File: src/rtl/loader_pkg.sv
// Shared types and constants for the program loader.
package loader_pkg;

  typedef enum logic [2:0] {
    HDR_LO,
    HDR_HI,
    DATA,
    CHK,
    RUN,
    ERR
  } state_e;

  localparam int unsigned HDR_BYTES      = 2;
  localparam int unsigned BYTES_PER_WORD = 4;
  localparam int unsigned HDR_W          = 16;
  localparam int unsigned BYTE_W         = 8;
  localparam int unsigned WORD_W         = 32;

  // Word count carried by the two header bytes, low byte first on the wire.
  function automatic logic [HDR_W-1:0] hdr_count(input logic [BYTE_W-1:0] hi,
                                                 input logic [BYTE_W-1:0] lo);
    return {hi, lo};
  endfunction

endpackage

File: src/rtl/program_loader_if.sv
// Byte-stream input and instruction-memory write port of the program loader.
interface program_loader_if #(
  parameter int unsigned ADDR_W = 8
);
  logic [7:0]        in_data;
  logic              in_valid;
  logic              in_ready;
  logic              mem_we;
  logic [ADDR_W-1:0] mem_addr;
  logic [31:0]       mem_wdata;

  // Loader side
  modport master (
    input  in_data, in_valid,
    output in_ready, mem_we, mem_addr, mem_wdata
  );

  // Stream source / memory side
  modport slave (
    output in_data, in_valid,
    input  in_ready, mem_we, mem_addr, mem_wdata
  );
endinterface

File: src/rtl/program_loader_byte_packer.sv
// byte_packer: assembles four little-endian bytes into one 32-bit word.
module byte_packer
  import loader_pkg::*;
(
  input  logic              clk,
  input  logic              rst_n,
  input  logic              clear,
  input  logic              byte_en,
  input  logic [BYTE_W-1:0] byte_in,
  output logic              word_valid_c,
  output logic [WORD_W-1:0] word_c
);

  logic [1:0]  cnt;
  logic [23:0] shift;

  // Byte counter and right-shifting assembly of the first three bytes.
  always_ff @(posedge clk or negedge rst_n) begin
    if (!rst_n) begin
      cnt   <= 2'd0;
      shift <= 24'd0;
    end else if (clear) begin
      cnt   <= 2'd0;
      shift <= 24'd0;
    end else if (byte_en) begin
      cnt   <= cnt + 2'd1;
      shift <= {byte_in, shift[23:8]};
    end
  end

  // The fourth byte completes the word in the same cycle it arrives.
  always_comb begin
    word_valid_c = byte_en && (cnt == 2'(BYTES_PER_WORD - 1));
    word_c       = {byte_in, shift};
  end

endmodule

File: src/rtl/program_loader.sv
// program_loader: boots the core from a length-prefixed byte stream.
// Optional trailing XOR checksum byte enabled by defining LOADER_CHECKSUM_EN.
module program_loader
  import loader_pkg::*;
#(
  parameter int unsigned ADDR_W    = 8,
  parameter int unsigned MAX_WORDS = 256
) (
  input  logic             clk,
  input  logic             rst,
  program_loader_if.master bus,
  input  logic             reload,
  output logic             core_rst,
  output logic             done,
  output logic             error
);

  state_e            state;
  logic [BYTE_W-1:0] hdr_lo;
  logic [HDR_W-1:0]  n_words;
  logic [HDR_W-1:0]  word_cnt;
`ifdef LOADER_CHECKSUM_EN
  logic [BYTE_W-1:0] csum;
`endif

  logic              accept_c;
  logic              restart_c;
  logic              last_word_c;
  logic [HDR_W-1:0]  hdr_n_c;
  logic              word_valid_c;
  logic [WORD_W-1:0] word_c;

  // Handshake, header decode and end-of-image detection.
  always_comb begin
    accept_c    = bus.in_valid && bus.in_ready;
    restart_c   = reload && ((state == RUN) || (state == ERR));
    last_word_c = (word_cnt + 16'd1) == n_words;
    hdr_n_c     = hdr_count(bus.in_data, hdr_lo);
  end

  byte_packer u_packer (
    .clk          (clk),
    .rst_n        (rst),
    .clear        (restart_c),
    .byte_en      (accept_c && (state == DATA)),
    .byte_in      (bus.in_data),
    .word_valid_c (word_valid_c),
    .word_c       (word_c)
  );

  // Load FSM with registered handshake, memory-write and status outputs.
  always_ff @(posedge clk or negedge rst) begin
    if (!rst) begin
      state         <= HDR_LO;
      hdr_lo        <= '0;
      n_words       <= '0;
      word_cnt      <= '0;
`ifdef LOADER_CHECKSUM_EN
      csum          <= '0;
`endif
      bus.in_ready  <= 1'b0;
      bus.mem_we    <= 1'b0;
      bus.mem_addr  <= '0;
      bus.mem_wdata <= '0;
      core_rst      <= 1'b1;
      done          <= 1'b0;
      error         <= 1'b0;
    end else begin
      bus.mem_we <= 1'b0;
      case (state)
        HDR_LO: begin
          bus.in_ready <= 1'b1;
          if (accept_c) begin
            hdr_lo <= bus.in_data;
            state  <= HDR_HI;
          end
        end

        HDR_HI: begin
          if (accept_c) begin
            n_words <= hdr_n_c;
            if (hdr_n_c > 16'(MAX_WORDS)) begin
              bus.in_ready <= 1'b0;
              state        <= ERR;
            end else if (hdr_n_c == 16'd0) begin
`ifdef LOADER_CHECKSUM_EN
              state        <= CHK;
`else
              bus.in_ready <= 1'b0;
              state        <= RUN;
`endif
            end else begin
              state <= DATA;
            end
          end
        end

        DATA: begin
`ifdef LOADER_CHECKSUM_EN
          if (accept_c) begin
            csum <= csum ^ bus.in_data;
          end
`endif
          if (word_valid_c) begin
            bus.mem_we    <= 1'b1;
            bus.mem_addr  <= ADDR_W'(word_cnt);
            bus.mem_wdata <= word_c;
            word_cnt      <= word_cnt + 16'd1;
            if (last_word_c) begin
`ifdef LOADER_CHECKSUM_EN
              state        <= CHK;
`else
              bus.in_ready <= 1'b0;
              state        <= RUN;
`endif
            end
          end
        end

`ifdef LOADER_CHECKSUM_EN
        CHK: begin
          if (accept_c) begin
            bus.in_ready <= 1'b0;
            state        <= (csum == bus.in_data) ? RUN : ERR;
          end
        end
`endif

        RUN, ERR: begin
          if (restart_c) begin
            state        <= HDR_LO;
            bus.in_ready <= 1'b1;
            word_cnt     <= '0;
`ifdef LOADER_CHECKSUM_EN
            csum         <= '0;
`endif
            core_rst     <= 1'b1;
            done         <= 1'b0;
            error        <= 1'b0;
          end else if (state == RUN) begin
            // One cycle after the last write, so release never coincides with it.
            core_rst <= 1'b0;
            done     <= 1'b1;
          end else begin
            error <= 1'b1;
          end
        end

        default: begin
          state        <= HDR_LO;
          bus.in_ready <= 1'b0;
        end
      endcase
    end
  end

endmodule

File: src/flat_wrapper.sv
// flat-port wrapper written by rule: the top's interface ports become plain ports
module program_loader_flat import loader_pkg::*;
#(
  parameter int unsigned ADDR_W    = 8,
  parameter int unsigned MAX_WORDS = 256
)
  (clk, rst, reload, core_rst, done, error, bus_in_data, bus_in_valid, bus_in_ready, bus_mem_we, bus_mem_addr, bus_mem_wdata);
  program_loader_if #(.ADDR_W(ADDR_W)) bus_i ();
  input  logic clk;
  input  logic rst;
  input  logic reload;
  output logic core_rst;
  output logic done;
  output logic error;
  input wire logic [$bits(bus_i.in_data)-1:0] bus_in_data;
  input wire logic [$bits(bus_i.in_valid)-1:0] bus_in_valid;
  output wire logic [$bits(bus_i.in_ready)-1:0] bus_in_ready;
  output wire logic [$bits(bus_i.mem_we)-1:0] bus_mem_we;
  output wire logic [$bits(bus_i.mem_addr)-1:0] bus_mem_addr;
  output wire logic [$bits(bus_i.mem_wdata)-1:0] bus_mem_wdata;
  assign bus_i.in_data = bus_in_data;
  assign bus_i.in_valid = bus_in_valid;
  assign bus_in_ready = bus_i.in_ready;
  assign bus_mem_we = bus_i.mem_we;
  assign bus_mem_addr = bus_i.mem_addr;
  assign bus_mem_wdata = bus_i.mem_wdata;
  program_loader #(.ADDR_W(ADDR_W), .MAX_WORDS(MAX_WORDS)) u_core (.clk(clk), .rst(rst), .bus(bus_i), .reload(reload), .core_rst(core_rst), .done(done), .error(error));
endmodule
File: config.mk
export PLATFORM = sky130hd
export DESIGN_NAME = program_loader_flat
export DESIGN_NICKNAME = d
export VERILOG_FILES = /design/src/rtl/loader_pkg.sv /design/src/rtl/program_loader_if.sv /design/src/rtl/program_loader_byte_packer.sv /design/src/rtl/program_loader.sv /design/src/flat_wrapper.sv
export SDC_FILE = /design/constraint.sdc
export NUM_CORES = 1
export LEC_CHECK = 0
export ABC_AREA = 1
export BUFFER_PORTS_ARGS = -buffer_cell sky130_fd_sc_hd__buf_2
export CORE_MARGIN = 2
export CORE_UTILIZATION = 40
export CTS_CLUSTER_DIAMETER = 200
export CTS_CLUSTER_SIZE = 25
export DETAILED_ROUTE_END_ITERATION = 8
export PLACE_DENSITY = 0.54
export SLEW_MARGIN = 20
export SYNTH_ARGS = -nofsm -noshare
export SYNTH_HDL_FRONTEND = slang
export SYNTH_HIERARCHICAL = 1
export SYNTH_SLANG_ARGS = --single-unit
File: constraint.sdc
create_clock -name clk -period 2.57 [get_ports clk]
set_clock_uncertainty 0.05 [all_clocks]
set_input_delay 0.514 -clock clk [delete_from_list [all_inputs] [get_ports clk]]
set_output_delay 0.514 -clock clk [all_outputs]
set_load 0.02 [all_outputs]
== Yosys cells after proc, flatten, opt, wreduce, memory -nomap -nowiden ==
Cells that the tools add are included.
Storage, ports and cells
  output and inout port bits: 45
  logic and storage cells: 78
  bits of input ports: 12
  bits in registers: 114
Operators by class
  equality and inequality tests: 13
  multiplexer cells: 30
  $add $sub $neg: 2
  reductions and logical operators: 19
  magnitude comparators: 1
Operators with widths (number)
  $mux 24: 2
  $mux 16: 2
  $pmux 16 s2: 1
  $mux 3: 7
  $add 16x1->16 const B: 1
  $eq 16x16->1: 1
  $gt 16x9->1 const B: 1
  $logic_not 16->1: 1
  $mux 1: 14
  $pmux 3 s4: 1
  $ne 2x1->1 const B: 5
  $reduce_and 2->1: 5
  $reduce_and 5->1: 2
  $eq 3x3->1 const B: 2
  $reduce_bool 2->1: 3
  $logic_and 1x1->1: 4
  $mux 2: 2
  $pmux 1 s4: 1
  $eq 3x1->1 const B: 1
  $eq 3x2->1 const B: 1
  $logic_not 3->1: 1
  $ne 3x1->1 const B: 1
  $reduce_and 3->1: 1
  $add 2x1->2 const B: 1
  other kinds (4): 4

== Depth between registers and ports, before layout ==
Gate-level depths: netlist of run 1.
  word-level depth: 5
  depth in mapped cells: 16
  gate-level depth less buffers: 16

== Modules after synthesis ==
The synthesis of run 1 kept the hierarchy.
Modules (own cells, without submodules)
  program_loader: area each 4155.2 um^2, times used 1, cells an instance 533
  byte_packer: area each 1265.0 um^2, times used 1, cells an instance 125

== Least setup slack after synthesis of run 1 ==
OpenSTA, ideal clock, no wires.
  path kind: reg-to-reg
  start point: register u_core.state[2]
  end point: register u_core.bus.mem_wdata[0]
  setup slack: 0.343 ns
  stages on the path, launching flop included: 15
  arrival: 2.060 ns
  path buffers: 4
  library setup time: 0.117 ns
  clock period less this slack: 2.227 ns
  path through: dfrtp_1 > nor3_2 > inv_2 > nor2_1 > buf_6 > buf_6 > nand2_1 > inv_1 > inv_1 > nor2_2 > inv_2 > buf_2 > clkbuf_1 > nand2_1 > nand2_1
Between the ends
  word-level cells in the longest chain between the ends: 4
RTL lines
  start: declaration: RTL line program_loader.sv:18  | state_e state;
  start signal: assignment: RTL line program_loader.sv:54  | state <= HDR_LO;
  start signal: assignment: RTL line program_loader.sv:75  | state <= HDR_HI;
  start signal: assignment: RTL line program_loader.sv:84  | state <= ERR;
  $eq 3x2->1: RTL line program_loader.sv:45  | .byte_en (accept_c && (state == DATA)),
  $logic_and 1x1->1: RTL line program_loader.sv:45
  $logic_and 1x1->1: RTL line program_loader_byte_packer.sv:33  | word_valid_c = byte_en && (cnt == 2'(BYTES_PER_WORD - 1));
  via u_core.word_valid_c: RTL line program_loader.sv:30  | logic word_valid_c;
  $reduce_and 2->1 (no line)
  end signal: assignment: RTL line program_loader.sv:107  | bus.mem_wdata <= word_c;
  end: declaration: RTL line program_loader_if.sv:15  | output in_ready, mem_we, mem_addr, mem_wdata
The timed path passes the listed nets, and every way through them passes these cells.
A chain may end at the register's enable or synchronous reset.

== Worst setup path after layout of run 1 ==
  start point: register u_core.word_cnt[0]
  end point: register u_core.state[1]
Between the ends
  word-level cells in the longest chain between the ends: 4
RTL lines
  start: declaration: RTL line program_loader.sv:21  | logic [HDR_W-1:0] word_cnt;
  start signal: assignment: RTL line program_loader.sv:108  | word_cnt <= word_cnt + 16'd1;
  $add 16x1->16: RTL line program_loader.sv:37  | last_word_c = (word_cnt + 16'd1) == n_words;
  $eq 16x16->1: RTL line program_loader.sv:37
  $ne 2x1->1 (no line)
  $reduce_and 5->1 (no line)
Every way passes these cells.

==> results of run 1 <==
worst max path at each step:
stage / from / to / depth (start not counted)
final: u_core/word_cnt[0]$_DFFE_PN0P_ / u_core/state[1]$_DFFE_PN0P_ / 14
after global placement: bus_in_valid / u_core/word_cnt[14]$_DFFE_PN0P_ / 10
after global routing: u_core/state[1]$_DFFE_PN0P_ / u_core/word_cnt[0]$_DFFE_PN0P_ / 12
after floorplan: u_core/state[2]$_DFFE_PN0P_ / u_core/bus.mem_wdata[0]$_DFFE_PN0P_ / 14
after CTS: u_core/state[1]$_DFFE_PN0P_ / u_core/word_cnt[15]$_DFFE_PN0P_ / 11
after detailed placement: bus_in_valid / u_core/word_cnt[13]$_DFFE_PN0P_ / 10
cell type report:
class / instances / area share
flip-flops and latches: 114 / 0.442
multi-input cells: 452 / 0.331
clock buffers: 18 / 0.0680
repair buffers: 65 / 0.0565
inverters: 62 / 0.0364
well taps: 176 / 0.0341
clock inverters: 14 / 0.0325
cells by family (layout without fill, tap and decap cells):
family                     after synthesis  count (layout)  share of synthesized area
and+or+nand+nor                        392             392                      0.329
DFF                                    114             114                      0.527
adders and majority gates                2               2                    0.00462
buffers and inverters                   92             159                     0.0810
AOI/OAI and AO/OA                       56              56                     0.0552
xor gates and xnor gates                 2               2                    0.00323
worst reg2reg max path, stage by stage (launching register included):
cell	delay, ps
dfrtp_1	470
ha_1	280
nand3_1	170
o21bai_1	190
nand2_1	110
nand2_1	80
nand2_1	50
nor2_1	80
nand3_1	130
nor2_2	120
nand3_2	110
nand2_4	110
nand3_2	70
nand2_1	90
nand2_1	60
cells in the final DEF (no fill, tap or decap), types with 13 or more instances in the layout:
cell type | synthesis | routed
nand3_2 | 23 | 23
inv_1 | 58 | 58
nand3_1 | 35 | 35
nor2_1 | 28 | 27
buf_2 | 7 | 55
dfrtp_1 | 113 | 113
nand4_1 | 13 | 13
o21ai_0 | 37 | 37
nand2_1 | 269 | 268
clkbuf_16 | 0 | 17
stage by stage:
stage	instance area, µm²	hold slack (ps)
finish	6460	298
global route	6460	320
CTS	6460	285
detailed placement	5800	403
global placement	5800	401
floorplan	5420	168
routing by layer:
layer  vias to the layer above  part of all wire  global-route usage
li1                       2193                 -                   -
met1                      2058              0.51               0.283
met2                        99              0.43               0.278
met3                        18             0.043              0.0358
met4                         0             0.019              0.0865
met5                         -                 0                   0
registers in the layout (all words and copies together), names as in the netlist:
register / flops
u_core/bus.mem_wdata: 32
u_core/u_packer/shift: 24
u_core/n_words: 16
u_core/word_cnt: 16
u_core/bus.mem_addr: 8
u_core/hdr_lo: 8
u_core/state: 3
u_core/u_packer/cnt: 2
u_core/bus.in_ready: 1
u_core/bus.mem_we: 1
u_core/core_rst: 1
u_core/done: 1
u_core/error: 1
timing repair:
action,in CTS,in global routing
setup endpoints to repair,0,16
resized for setup,0,1
endpoints found under the hold margin,23,0
hold buffers,1,0
report_power, final:
group	internal, µW	total, µW	switching (µW)
combinational	333	972	639
clock	1740	2590	853
sequential	2020	2190	169
total	4090	5760	1660
==> impl_metrics.toml, run 1 <==
[status]
status = "finished clean"

[setup_path]
cp-end-kind = "flop"
criticalPathCategory = "reg -> reg"
crit_chain = "ha_1 -> nand3_1 -> o21bai_1 -> nand2_1 -> nand2_1 -> nand2_1 -> nor2_1 -> nand3_1 -> nor2_2 -> nand3_2 -> nand2_4 -> nand3_2 -> nand2_1 -> nand2_1"
slowest_stage = "dfrtp_1"
ff2ff_path_depth = 14
cp_num_buf_inv = 0
crit_arrival_ps = 2530
crit_required_ps = 2830
cp_slowest_stage_delay_ps = 470
worstPathMaxFanout = 6
critPathMostFrequentCell = "nand2_1"
rr_endpoint = "u_core/state[1]$_DFFE_PN0P_"
start_kind = "flop"
crit_family = "simple AND/OR/NAND/NOR gates"
worstReg2RegStart = "u_core/word_cnt[0]$_DFFE_PN0P_"
ff2ff_setup_slack_ps = 300

[sta]
fin_setup_tns_ps = 0
layout_min_cycle_time_ps = 2270
layout_setup_ws_ps = 300
fmax_mhz = 440
hold_violations = 0
rsz0062_at_grt = "no"
worstMarginPinSlew_ps = 496
finalCritPeriodShare = 0.883
slew_violations = 0
max_slew_margin = 0.667
setup_viol = 0

[synth]
synth-edff-count = 0
syn_area_um2 = 5420
ys_top_cells_by_area = "dfrtp_1 52%, nand2_1 19%, nand3_2 4.2%"
synth_nets = 672
synth_area_leader_cell = "dfrtp_1"
async_reset_ff_frac = 1.00
synth_common_cells = "269 x nand2_1, 113 x dfrtp_1, 58 x inv_1, 37 x o21ai_0, 35 x nand3_1"
yosysWarnings = 6
synth.avg_cell_area_um2 = 8.24
synth_top_flop_cell = "dfrtp_1"
syn_inst = 658
synth_seq_area_share = 0.527
netlist.area_leader.share = 0.522
synth_most_common_cell = "nand2_1"
ys_seq_elements = 114
yosys.cell_types.count = 31

[drt]
vias = 4368
wire_per_inst_um = 14.2
viasPerCell = 4.85
drt-total-wl_um = 12800
drtIter0Drc = 325
route.detailed.drc = 0
drt_first_pass_iters = 5
ant_nets = 0

[floorplanning]
die-area_um2 = 14500
pin_count = 57
die_h_um = 120
initial_utilization = 0.409
die_w_um = 120
rows = 42
placeableCoreArea_um2 = 13200

[clock_network]
cts_setup_buffers = 0
clk_pin_slew_ps = 50
clk_latency_ps = 420
clock_path_buffers = 2
cts.sinks = 114
cts_root_buf = "clkbuf_16"
cts_tree = "done"
ctsHtreeMaxLevel = 4
cts_buffers = 17

[placed_design]
gp_congestion = 0.862
post-place-ws_ps = 183
post-dp-hpwl_um = 8890
portBuffers = 56
placed_cells = 868

[layout]
n_antenna_cell = 0
fin_cells = 901
regArea_um2 = 2850
drive_gt1_frac = 0.194
fillers = 1331
fin_util = 0.488
final_net_count = 726
multi_input_area_um2 = 2140
synthToLayoutAreaGrowth_pct = 19.2

[global_route]
grt_use_total = 0.193
grt_max_degree = 64
gr-total-overflow = 0
grt_pass1_vias = 4287
grt_pass1_wl_um = 21700
antenna_found_initial = 0

[worst_hold_path]
hold_path_end = "u_core/bus.mem_wdata[24]$_DFFE_PN0P_"
hp-class = "in -> reg"
hold_start = "bus_in_data[0]"
hold_depth = 3

[run]
cap_violations = 0

[power]
fin_total_pwr_uw = 5760
leakagePower_uw = 0.00342
ir_drop_uv = 537
power_density_nw_per_um2 = 891
Note: power is estimated with default switching activity, not from simulation.
==> inputs of run 2 (changes only) <==
--- a/config.mk
+++ b/config.mk
@@ -18,3 +18,4 @@
 export SYNTH_HDL_FRONTEND = slang
 export SYNTH_HIERARCHICAL = 1
 export SYNTH_SLANG_ARGS = --single-unit
+export TNS_END_PERCENT = 100
==> constraint.sdc (replaced) <==
create_clock -name clk -period 2.57 [get_ports clk]
set_clock_uncertainty 0.05 [all_clocks]
set_input_delay 0.514 -clock clk [delete_from_list [all_inputs] [get_ports clk]]
set_output_delay 0.514 -clock clk [all_outputs]
set_load 0.1 [all_outputs]
==> run 2 against run 1 <==
Against the previous run: combinational power up 21%; worst hold slack better by 21 ps; via count down 0.27%; sequential share of layout area up 0.13 points; worst setup slack better by 69 ps; power up 2.2%; final cell count unchanged; global-route usage down 0.16 points; highest routed layer unchanged.
==> impl_metrics.toml, run 2 (synthesis results as in run 1) <==
[sta]
hold_violations = 0
fin_setup_tns_ps = 0
setup_viol = 0
layout_min_cycle_time_ps = 2200
worstMarginPinSlew_ps = 659
fmax_mhz = 454
max_slew_margin = 0.560
slew_violations = 0
rsz0062_at_grt = "no"
finalCritPeriodShare = 0.857

[global_route]
gr-total-overflow = 0
grt_pass1_wl_um = 21800
grt_use_total = 0.191
antenna_found_initial = 0
grt_max_degree = 57
grt_pass1_vias = 4359

[layout]
synthToLayoutAreaGrowth_pct = 18.9
reg_top3 = "u_core/bus.mem_wdata: 32 flops, u_core/u_packer/shift: 24 flops"
fillers = 1341
fin_util = 0.487
n_antenna_cell = 0
final_net_count = 726
multi_input_area_um2 = 2130
layout_commonest_cell = "nand2_1"
layout_common_cells = "269 x nand2_1, 112 x dfrtp_1, 58 x inv_1"
drive_gt1_frac = 0.192
regMostFlops = "u_core/bus.mem_wdata"
stdcell_area_um2 = 6440
regArea_um2 = 2860
largest_reg_flops = 32

[setup_path]
crit_chain = "ha_1 -> nand2_2 -> nor2_4 -> nand4_1 -> nand2_1 -> nand2_1 -> nand2_1 -> nand2_1 -> nor2_1 -> nand3_2 -> nand2_4 -> nand3_2 -> nand2_1 -> nand2_1"
ff2ff_path_depth = 14
worstPathMaxFanout = 6
worstReg2RegStart = "u_core/word_cnt[0]$_DFFE_PN0P_"
cp_num_buf_inv = 0
crit_family = "simple AND/OR/NAND/NOR gates"
cp-end-kind = "flop"
startpoint = "u_core/word_cnt[0]$_DFFE_PN0P_"
path_depth = 14
cp_slowest_stage_delay_ps = 440
start_kind = "flop"
crit_arrival_ps = 2440
critPathMostFrequentCell = "nand2_1"
slowest_stage = "dfrtp_1"
criticalPathCategory = "reg -> reg"
crit_required_ps = 2810

[placed_design]
portBuffers = 56
dpl_cell_area_um2 = 5800
gp_congestion = 0.838
post-dp-hpwl_um = 8910

[run]
cap_violations = 0

[drt]
drt-total-wl_um = 12800
drtIter0Drc = 285
route.detailed.drc = 0
ant_nets = 0
vias = 4356
wire_per_inst_um = 14.2
drt_first_pass_iters = 4
viasPerCell = 4.83

[clock_network]
cts_tree = "done"
clk_latency_ps = 410
cts_setup_buffers = 0
ctsHtreeMaxLevel = 4
clock_path_buffers = 2
cts_root_buf = "clkbuf_16"
cts_hold_buf = 1
cts.sinks = 114
cts_buffers = 17
clk_pin_slew_ps = 50
cts-resized-gates = 0

[worst_hold_path]
hold_depth = 3
hold_start = "bus_in_data[3]"
hp-class = "in -> reg"

[power]
power_density_nw_per_um2 = 913
p_int_uw = 4070
leakagePower_uw = 0.00342
power_switching_uw = 1810
ir_drop_uv = 1210
power.share.switching = 0.307
clkPwrFrac = 0.426
combPwrFrac = 0.200
fin_total_pwr_uw = 5880
power_frac_seq = 0.374

[floorplanning]
die_w_um = 120
placeableCoreArea_um2 = 13200
die_h_um = 120
rows = 42
die-area_um2 = 14500
pin_count = 57
initial_utilization = 0.409

[status]
status = "finished clean"
==> run 2: cell types whose count changed in the layout (fill, tap and decap cells not counted), sizes merged <==
cell | previous run | this run
clkbuf | 18 | 23
clkinv | 5 | 4
bufinv | 5 | 4
inv | 63 | 62
clkinvlp | 3 | 1
==> run 2: metrics by stage <==
step	hold WS [ps]	setup slack, ps	cells
2_1_floorplan	168	248	658
3_5_place_dp	396	376	868
6_report	319	368	901
5_1_grt	323	128	901
3_3_place_gp	398	413	868
4_1_cts	307	361	901
==> run 2: cell type report <==
type | count | share of cell area
sequential | 114 | 0.443
timing repair buffer | 65 | 0.0567
clock inverter | 9 | 0.0235
tap | 176 | 0.0342
clock buffer | 23 | 0.0757
inverter | 62 | 0.0365
multi-input combinational | 452 | 0.330
==> run 2: routing by layer <==
metal | routed length (µm) | up-vias | share of wire | GRT usage
li1 | - | 2190 | - | -
met1 | 6430 | 2080 | 0.50 | 0.272
met2 | 5790 | 81 | 0.45 | 0.288
met3 | 533 | 5 | 0.042 | 0.0472
met4 | 81 | 0 | 0.0063 | 0.0618
met5 | 0 | - | 0 | 0
==> run 2: worst paths after layout <==
check                                                            end  slack, ps
worst max-delay path                     u_core/state[0]$_DFFE_PN0P_        370
worst min-delay path            u_core/bus.mem_wdata[27]$_DFFE_PN0P_        320
worst max register to register           u_core/state[0]$_DFFE_PN0P_        370
worst min register to register   u_core/bus.mem_wdata[2]$_DFFE_PN0P_        410
max in group asynchronous                u_core/core_rst$_DFFE_PN1P_       1300
min in group asynchronous         u_core/bus.mem_addr[6]$_DFFE_PN0P_        510
==> run 2: power by group through the flow <==
| stage | combinational, µW | sequential (µW) | clock, µW |
|---|---|---|---|
| after floorplan | 702 | 2410 | 0 |
| after global placement | 1170 | 2220 | 0 |
| after detailed placement | 1180 | 2230 | 0 |
| after CTS | 1190 | 2200 | 2560 |
| after global routing | 1320 | 2230 | 2650 |
| final | 1180 | 2200 | 2510 |
==> run 2: worst reg2reg max path: cells and delay by family (launching register included) <==
| family | cells | cell delay [ps] |
|---|---|---|
| adders and majority gates | 1 | 280 |
| and+or+nand+nor | 13 | 1320 |
| DFF | 1 | 440 |
==> inputs of run 3 (changes only) <==
--- a/config.mk
+++ b/config.mk
@@ -6,13 +6,14 @@
 export NUM_CORES = 1
 export LEC_CHECK = 0
 export ABC_AREA = 1
-export BUFFER_PORTS_ARGS = -buffer_cell sky130_fd_sc_hd__buf_2
 export CORE_MARGIN = 2
 export CORE_UTILIZATION = 40
 export CTS_CLUSTER_DIAMETER = 200
 export CTS_CLUSTER_SIZE = 25
 export DETAILED_ROUTE_END_ITERATION = 8
-export PLACE_DENSITY = 0.54
+export DONT_BUFFER_PORTS = 1
+export PLACE_DENSITY = 0.5
+export REMOVE_ABC_BUFFERS = 1
 export SLEW_MARGIN = 20
 export SYNTH_ARGS = -nofsm -noshare
 export SYNTH_HDL_FRONTEND = slang
==> run 3 against run 2 <==
Against the previous run: the run now ends with hold timing left; register-to-register slack worse by 30 ps; non-clock buffer count is 44 lower; clock power decreased by 8.8%; critical path type unchanged; critical endpoint is now u_core/word_cnt[6]$_DFFE_PN0P_.
==> impl_metrics.toml, run 3 (synthesis results as in run 1) <==
[status]
status = "finished, violations left"
violations = "hold timing"

[sta]
fin_setup_tns_ps = 0
fin_hold_ws_ps = -248
layout_min_cycle_time_ps = 2230
worstMarginPinSlew_ps = 920
fmax_mhz = 449
slew_violations = 0
hold_violations = 114
finalCritPeriodShare = 0.867
max_slew_margin = 0.386
setup_viol = 0
rsz0062_at_grt = "no"

[run]
cap_violations = 0

[setup_path]
ff2ff_path_depth = 11
rr_endpoint = "u_core/word_cnt[6]$_DFFE_PN0P_"
criticalPathCategory = "reg -> reg"
worstPathMaxFanout = 16
crit_arrival_ps = 2430
startpoint = "u_core/state[1]$_DFFE_PN0P_"
crit_required_ps = 2770
start_kind = "flop"
ff2ff_setup_slack_ps = 340
cp-end-kind = "flop"
worstReg2RegStart = "u_core/state[1]$_DFFE_PN0P_"

[drt]
wire_per_inst_um = 14.0
drt_first_pass_iters = 4
dr_wl_met2_um = 5580
highest_layer = "met4"
vias = 4172
route.detailed.drc = 0
wl_met3_um = 550
viasPerCell = 4.87
ant_nets = 0
drt-total-wl_um = 12000
drtIter0Drc = 246
wl_met1_um = 5630

[layout]
n_antenna_cell = 0
fillers = 1328
multi_input_area_um2 = 2140
layout_commonest_cell = "nand2_1"
drive_gt1_frac = 0.138
regArea_um2 = 2850
regMostFlops = "u_core/bus.mem_wdata"
layout_common_cells = "269 x nand2_1, 113 x dfrtp_1, 58 x inv_1"
synthToLayoutAreaGrowth_pct = 14.2
fin_cells = 856
fin_util = 0.467
reg_top3 = "u_core/bus.mem_wdata: 32 flops, u_core/u_packer/shift: 24 flops"
largest_reg_flops = 32
final_net_count = 682

[clock_network]
clk_pin_slew_ps = 50
cts-resized-gates = 0
cts.sinks = 114
cts_root_buf = "clkbuf_16"
cts_buffers = 17
cts_setup_buffers = 0
clk_latency_ps = 410
clock_path_buffers = 2
ctsHtreeMaxLevel = 4
cts_tree = "done"

[floorplanning]
placeableCoreArea_um2 = 13200
die-area_um2 = 14500
rows = 42
die_h_um = 120
initial_utilization = 0.409
pin_count = 57
die_w_um = 120

[global_route]
grt_pass1_wl_um = 20800
antenna_found_initial = 0
grt_use_total = 0.183
grt_max_degree = 115
gr-total-overflow = 0
grt_pass1_vias = 4279

[placed_design]
portBuffers = 0
gp_congestion = 0.841
placed_cells = 825
post-dp-hpwl_um = 7870

[power]
fin_total_pwr_uw = 5590
power_density_nw_per_um2 = 904
ir_drop_uv = 426
leakagePower_uw = 0.00316

[worst_hold_path]
hp-class = "in -> async"
## run 3: changes by cell type in the layout (fill, tap and decap cells not counted), moves of 2 or more
cell	previous run	this run
buf_2	55	0
buf_4	8	21
bufinv_16	4	2
clkinvlp_4	1	3
nor2_2	7	5
nor2_4	2	4
## run 3: power breakdown
part	internal [µW]	switching (µW)	total, µW
clock network	1490	802	2290
registers	2030	240	2270
logic	320	715	1030
total	3840	1760	5590
## run 3: worst max path at each step
stage	slack, ps	to	cells after the start
2_1_floorplan	-2590	u_core/word_cnt[14]$_DFFE_PN0P_	9
3_5_place_dp	330	u_core/word_cnt[14]$_DFFE_PN0P_	11
6_report	340	u_core/word_cnt[6]$_DFFE_PN0P_	11
3_3_place_gp	340	u_core/word_cnt[6]$_DFFE_PN0P_	11
4_1_cts	330	u_core/word_cnt[8]$_DFFE_PN0P_	11
5_1_grt	130	u_core/state[0]$_DFFE_PN0P_	14
## run 3: final cells by class
type | count | share of cell area
Sequential cell | 114 | 0.461
Multi-Input combinational cell | 452 | 0.346
Clock inverter | 9 | 0.0172
Clock buffer | 22 | 0.0766
Timing Repair Buffer | 21 | 0.0255
Tap cell | 176 | 0.0356
Inverter | 62 | 0.0380
## run 3: layer usage
metal | track usage | up-vias
li1 | - | 2092
met4 | 0.0763 | 0
met5 | 0 | -
met1 | 0.231 | 1982
met2 | 0.290 | 81
met3 | 0.0580 | 17
## run 3: worst max-delay path, cell delays in order, from the launching register on
cell,delay (ps)
dfrtp_1,450
inv_1,100
nor3_2,300
inv_2,130
nor2_4,100
nand2_1,50
inv_1,40
inv_1,60
nor2_4,120
inv_2,40
nand2_1,460
o22ai_1,160
## run 3: per-stage QoR
step	hold slack (ps)	worst slack, ps	cell area (µm²)
after global routing	-272	127	6190
final	-248	343	6190
after detailed placement	175	332	5610
after floorplan	168	-2590	5220
after CTS	-270	325	6190
after global placement	174	337	5610
